--- config.mk ---
export PLATFORM = sky130hd
export DESIGN_NAME = instr_fetch_loader
export DESIGN_NICKNAME = d
export VERILOG_FILES = /design/src/rtl/instr_fetch_loader.sv
export SDC_FILE = /design/constraint.sdc
export NUM_CORES = 2
export LEC_CHECK = 0
export ABC_CLOCK_PERIOD_IN_PS = 4400
export CORE_ASPECT_RATIO = 1.4
export CORE_MARGIN = 10
export CORE_UTILIZATION = 55
export DETAILED_ROUTE_END_ITERATION = 8
export PLACE_DENSITY = 0.76
export SKIP_LAST_GASP = 1
export SYNTH_ARGS = -nofsm -noshare
export SYNTH_HDL_FRONTEND = slang
export SYNTH_SLANG_ARGS = --single-unit
--- constraint.sdc ---
create_clock -name clk -period 4.4 [get_ports clk]
set_input_delay 1.32 -clock clk [delete_from_list [all_inputs] [get_ports clk]]
set_output_delay 1.32 -clock clk [all_outputs]
set_load 0.02 [all_outputs]
--- src/rtl/instr_fetch_loader.sv ---
// Instruction source for a single-cycle core: the host loads a program over a
// valid/ready port, then the block streams it out one word per cycle, honouring redirect and stall.
module instr_fetch_loader #(
  parameter int          DEPTH    = 64,
  parameter int          ADDR_W   = 6,
  parameter logic [31:0] NOP_WORD = 32'h0000_0000
) (
  input  logic              clk,
  input  logic              reset,
  input  logic              load_start,
  input  logic              load_valid,
  input  logic [31:0]       load_data,
  input  logic              load_last,
  output logic              load_ready,
  output logic              load_done,
  input  logic              run_start,
  input  logic              pcsrc,
  input  logic [ADDR_W-1:0] branch_target,
  input  logic              stall,
  output logic [31:0]       instr,
  output logic              instr_valid,
  output logic [ADDR_W-1:0] pc,
  output logic              halted,
  output logic              error
);

  typedef enum logic [1:0] {S_IDLE, S_LOAD, S_RUN, S_HALT} state_t;

  state_t            r_state;
  logic [31:0]       r_mem [DEPTH];
  logic [ADDR_W-1:0] r_wr_ptr;
  // One extra bit so a full program can run off the end without wrapping to 0
  logic [ADDR_W:0]   r_count;
  logic [ADDR_W:0]   r_fetch_pc;
  logic [31:0]       r_instr;
  logic              r_instr_valid;
  logic [ADDR_W-1:0] r_pc;
  logic              r_load_done;
  logic              r_halted;
  logic              r_error;

  logic              w_xfer;
  logic              w_wr_full;
  logic              w_load_end;
  logic              w_in_range;
  logic [31:0]       w_rd_data;

  assign w_xfer     = (r_state == S_LOAD) && load_valid;
  assign w_wr_full  = (r_wr_ptr == ADDR_W'(DEPTH - 1));
  assign w_load_end = w_xfer && (load_last || w_wr_full);
  assign w_in_range = (r_fetch_pc < r_count);
  assign w_rd_data  = r_mem[r_fetch_pc[ADDR_W-1:0]];

  // Program storage survives reset; r_count gates every read instead
  always_ff @(posedge clk) begin
    if (w_xfer) r_mem[r_wr_ptr] <= load_data;
  end

  always_ff @(posedge clk or negedge reset) begin
    if (!reset) begin
      r_state       <= S_IDLE;
      r_wr_ptr      <= '0;
      r_count       <= '0;
      r_fetch_pc    <= '0;
      r_instr       <= NOP_WORD;
      r_instr_valid <= 1'b0;
      r_pc          <= '0;
      r_load_done   <= 1'b0;
      r_halted      <= 1'b0;
      r_error       <= 1'b0;
    end else begin
      r_load_done <= 1'b0;
      case (r_state)
        S_IDLE, S_HALT: begin
          if (load_start) begin
            r_state  <= S_LOAD;
            r_wr_ptr <= '0;
            r_error  <= 1'b0;
            r_halted <= 1'b0;
          end else if (run_start) begin
            if (r_count != '0) begin
              r_state    <= S_RUN;
              r_fetch_pc <= '0;
              r_halted   <= 1'b0;
            end else begin
              r_error <= 1'b1;
            end
          end
        end
        S_LOAD: begin
          if (w_xfer) begin
            r_wr_ptr <= r_wr_ptr + ADDR_W'(1);
            if (w_load_end) begin
              r_count     <= {1'b0, r_wr_ptr} + (ADDR_W + 1)'(1);
              r_load_done <= 1'b1;
              r_state     <= S_IDLE;
            end
          end
        end
        S_RUN: begin
          if (!stall) begin
            if (pcsrc) begin
              r_fetch_pc    <= {1'b0, branch_target};
              r_instr       <= NOP_WORD;
              r_instr_valid <= 1'b0;
            end else if (w_in_range) begin
              r_instr       <= w_rd_data;
              r_pc          <= r_fetch_pc[ADDR_W-1:0];
              r_instr_valid <= 1'b1;
              r_fetch_pc    <= r_fetch_pc + (ADDR_W + 1)'(1);
            end else begin
              r_instr       <= NOP_WORD;
              r_instr_valid <= 1'b0;
              r_halted      <= 1'b1;
              r_state       <= S_HALT;
            end
          end
        end
        default: r_state <= S_IDLE;
      endcase
    end
  end

  assign load_ready  = (r_state == S_LOAD);
  assign load_done   = r_load_done;
  assign instr       = r_instr;
  assign instr_valid = r_instr_valid;
  assign pc          = r_pc;
  assign halted      = r_halted;
  assign error       = r_error;

endmodule

### Yosys cells after proc, flatten, opt, wreduce, memory -nomap -nowiden

Memory sizes are Yosys's and may differ from the RTL's.
Index checks and enable logic that the tools add are counted.

* register bits after elaboration: 64
* bits in writable memories: 2048
* input bits: 46
* output and inout port bits: 43
* memories kept: 1

* add/subtract/negate cells: 3
* $lt $le $gt $ge: 1
* equal/unequal tests: 17
* muxes and demuxes: 38
* bitwise operators: 2
* reductions and logical operators: 17

Memories
* r_mem: words 64, bits a word 32, rd ports 1, clocked after Yosys merged registers in 0, write ports 1, line 30 `logic [31:0] r_mem [DEPTH];`

Operator list (number)
* $mux 32: 2
* $mux 7: 6
* $mux 1: 16
* $mux 2: 8
* $ne 2x2->1 const B: 8
* $pmux 7 s2: 1
* $mux 6: 2
* $pmux 6 s2: 1
* $reduce_and 6->1: 2
* $ne 3x3->1 const B: 3
* $reduce_and 3->1: 3
* $add 6x1->7 const B: 1
* $add 7x1->7 const B: 1
* $lt 7x7->1: 1
* $reduce_and 7->1: 1
* $reduce_bool 7->1: 1
* $add 6x1->6 const B: 1
* $eq 6x6->1 const B: 1
* $pmux 2 s3: 1
* $reduce_bool 2->1: 3
* $eq 2x2->1 const B: 2
* $ne 2x1->1 const B: 2
* $reduce_and 4->1: 1
* $eq 2x1->1 const B: 1
* other kinds (7): 9

### Longest topological paths before layout

* word-level depth: 6
* mapped depth: 10
* depth with buffers taken out: 8

### Worst setup path after synthesis

Ideal clock, no wire load.

* path type: input port to flip-flop
* start: input port load_valid
* end: memory r_mem[59][0] (enable)
* library setup time: 421 ps
* data arrival time: 3393 ps
* data required time: 3979 ps
* setup slack: 586 ps
* stages on the path: 4
* path buffers: 1
* cells stage by stage: nand2_1 > or4_1 > clkbuf_1 > nor2_1

* cells in the longest elaborated chain, start to end: 3

Ends and longest elaborated chain
* start: declaration: line 11 `input logic load_valid,`
* $logic_and 1x1->1: line 48 `assign w_xfer = (r_state == S_LOAD) && load_valid;`
* $mux 1: line 56 `if (w_xfer) r_mem[r_wr_ptr] <= load_data;`
* $mux 1 (not written as such): line 56
* end: declaration: line 30

Every way passes these cells.

### Final worst setup path

* start: register r_state[1]
* end: output port load_ready

* cells in the longest elaborated chain, start to end: 1

Ends and longest elaborated chain
* start: declaration: line 29 `state_t r_state;`
* start signal: assignment: line 61 `r_state <= S_IDLE;`
* start signal: assignment: line 76 `r_state <= S_LOAD;`
* start signal: assignment: line 82 `r_state <= S_RUN;`
* $eq 2x1->1: line 124 `assign load_ready = (r_state == S_LOAD);`
* end: declaration: line 14 `output logic load_ready,`

Every way passes these cells.

==> reports/qor.yml <==
status: "completed"
ctsResizeCount: 0
p_seq_share_pct: 46.0
drive_gt1_share_pct: 29.7
htreeDepth: 4
antenna_found_initial: 13
die-area_mm2: 0.163
yosysMostFrequentCell: "edfxtp_1"
tightest_slew_ns: 1.29
grt_max_degree: 156
finalCritPeriodShare_pct: 86.7
die_w_um: 344
worstPathArrival_ns: 2.49
final_max_slew_viol_count: 0
setup_tns_ns: 0
dpl_cell_area_mm2: 0.0852
synth_top_flop_cell: "edfxtp_1"
vias: 38397
netlist_top_cells_area: "edfxtp_1 76%, mux4_2 16%, dfrtp_1 2.0%"
fin_nets: 3769
cts_tree: "built"
track_usage_pct: 23.8
syn_nets: 3517
worst-r2r-cell-count: 6
endpoint: "load_ready"
p_sw_share_pct: 27.5
ys_async_sr_fraction_pct: 3.03
syn2layout_area_growth_pct: 12.7
place_ws_ns: 0.394
fin_util_pct: 62.3
drcViolationCount: 0
pwr-share-comb_pct: 22.2
rsz0062_at_grt: "false"
fin_ws_ns: 0.585
cts_buffer_depth: 3
p_per_area_mw_per_mm2: 543
rows: 166
fin_area_mm2: 0.0910
ys_warn_count: 0
numCtsBuffers: 174
fin_crit_ns: 3.81
clock-sinks: 2112
path_max_fanout: 10
clock_power_share_pct: 31.8
cts_hold_buf: 0
gp_congestion: 0.838
r2r_setup_slack_ns: 0.98
io_buffers: 88
crit_type: "reg2out"
reg2reg_from: "r_fetch_pc[0]"
wirelength_um: 193000
grt-ovfl-total: 0
postCtsSetupBuffers: 0
p_leak_nw: 28.0
cp_data_required_time_ns: 3.08
worst_ir_drop_vdd_mv: 0.547
start_util_pct: 55.3
maxCapViolations: 0
first_pass_iters: 5
clk_pin_slew_ns: 0.06
p_sw_w: 0.0136
yosys-top-cells-count: "2048 x edfxtp_1, 576 x mux4_2, 96 x clkbuf_1"
grt_first_pass_wirelength_um: 280000
root_buffer: "clkbuf_16"
setup_violations: 0
endpoint_kind: "output port"
io_pins: 89
clock_latency_ns: 0.81
ant_nets: 0
startpoint_type: "flip-flop"
finalHoldViolCount: 0
syn_area_mm2: 0.0807
synth_edf_count: 2048
clock.fmax_mhz: 262
wire_per_inst_um: 33.2
power.internal_w: 0.0358
hold_path_class: "reg2reg"
yosysTopAreaCell: "edfxtp_1"
die_y_um: 473
avgViaCountPerCell: 6.62
ys_ff_latch: 2112
syn_avg_cell_area_um2: 23.3
dp_hpwl_um: 115000
fin_worst_skew_ns: 0.0243
drt_iter0_markers: 4990
syn_inst: 3461
core-area_mm2: 0.146
synth_top_area_share_pct: 76.2
slew_headroom_pct: 14.1
crit_start: "r_state[1]"
netlist-cell-type-count: 50
grt_pass1_vias: 39276
r2r-end: "instr[3]"
ys_seq_area_share_pct: 78.2
[logic make-up (layout without fill, tap and decap cells)]
| logic type | after synthesis | count (layout) | synth area share (%) |
|---|---|---|---|
| flops | 2112 | 2112 | 78.2 |
| mux | 632 | 632 | 16.8 |
| simple gates | 286 | 286 | 1.74 |
| buf+inv | 209 | 609 | 1.21 |
| compound gates | 208 | 208 | 1.90 |
| fa+ha+maj | 10 | 10 | 0.155 |
| xor+xnor | 4 | 4 | 0.0434 |
| other cells | 0 | 5 | 0 |
[critical path, cell delays in order (launching register included)]
cell and delay [ns]:
dfrtp_1 0.40, inv_1 0.10, ha_1 0.48, clkdlybuf4s50_1 0.71
[stage by stage]
step,instances,total power (W),hold WS (ns)
detailed placement,5469,0.0340,0.497
global route,5794,0.0508,0.530
global placement,5469,0.0338,0.465
floorplan,3461,0.0299,0.488
CTS,5793,0.0496,0.512
finish,5798,0.0494,0.512
[layer usage]
metal  up-vias  GRT usage [%]  wire length (µm)
met5         -              0                42
met4         6           7.19              6120
li1      15259              -                 -
met2      2233           39.9             99100
met3       328           4.37             17400
met1     20571           32.0             69900
[power by group through the flow]
stage	combinational, W	clock [W]	sequential (W)
floorplan	0.00692	0	0.0230
detailed placement	0.0108	0	0.0232
global route	0.0115	0.0166	0.0228
finish	0.0110	0.0157	0.0227
global placement	0.0107	0	0.0231
CTS	0.0110	0.0159	0.0227
[registers in the layout, summed over array words and instances (netlist names)]
name	flops
r_fetch_pc	7
instr	32
error	1
pc	6
halted	1
r_count	7
r_wr_ptr	6
load_done	1
instr_valid	1
r_state	2
r_mem	2048
[worst min path at each step]
stage,from,endpoint,slack [ns],depth (start not counted)
finish,pc[1],pc[1],0.51,1
global route,pc[4],pc[4],0.53,1
CTS,pc[4],pc[4],0.51,1
detailed placement,pc[4],pc[4],0.50,1
global placement,instr_valid,instr_valid,0.46,2
floorplan,r_count[6],r_count[6],0.49,1
[cell usage in the layout, fill, tap and decap left out, types with 39 or more instances in the layout]
master | Yosys | final
clkdlybuf4s50_1 | 0 | 55
o22ai_1 | 64 | 64
edfxtp_1 | 2048 | 2048
mux2i_1 | 47 | 47
buf_4 | 19 | 151
nand2_1 | 60 | 60
mux4_2 | 576 | 576
and2_1 | 39 | 39
clkbuf_16 | 0 | 178
clkbuf_1 | 96 | 39
dfrtp_1 | 64 | 60
nor2_4 | 0 | 64
[layout make-up]
cell class              count  area, µm²
diodes                      5       12.5
clock buffers             225       4710
clock inverters            99       1060
fillers                  9280      55000
well taps                1932       2420
inverters                  15       56.3
repair buffers            270       2480
flip-flops and latches   2112      63100
multi-input cells        1140      17100
Note: power is estimated with default switching activity, not from simulation.
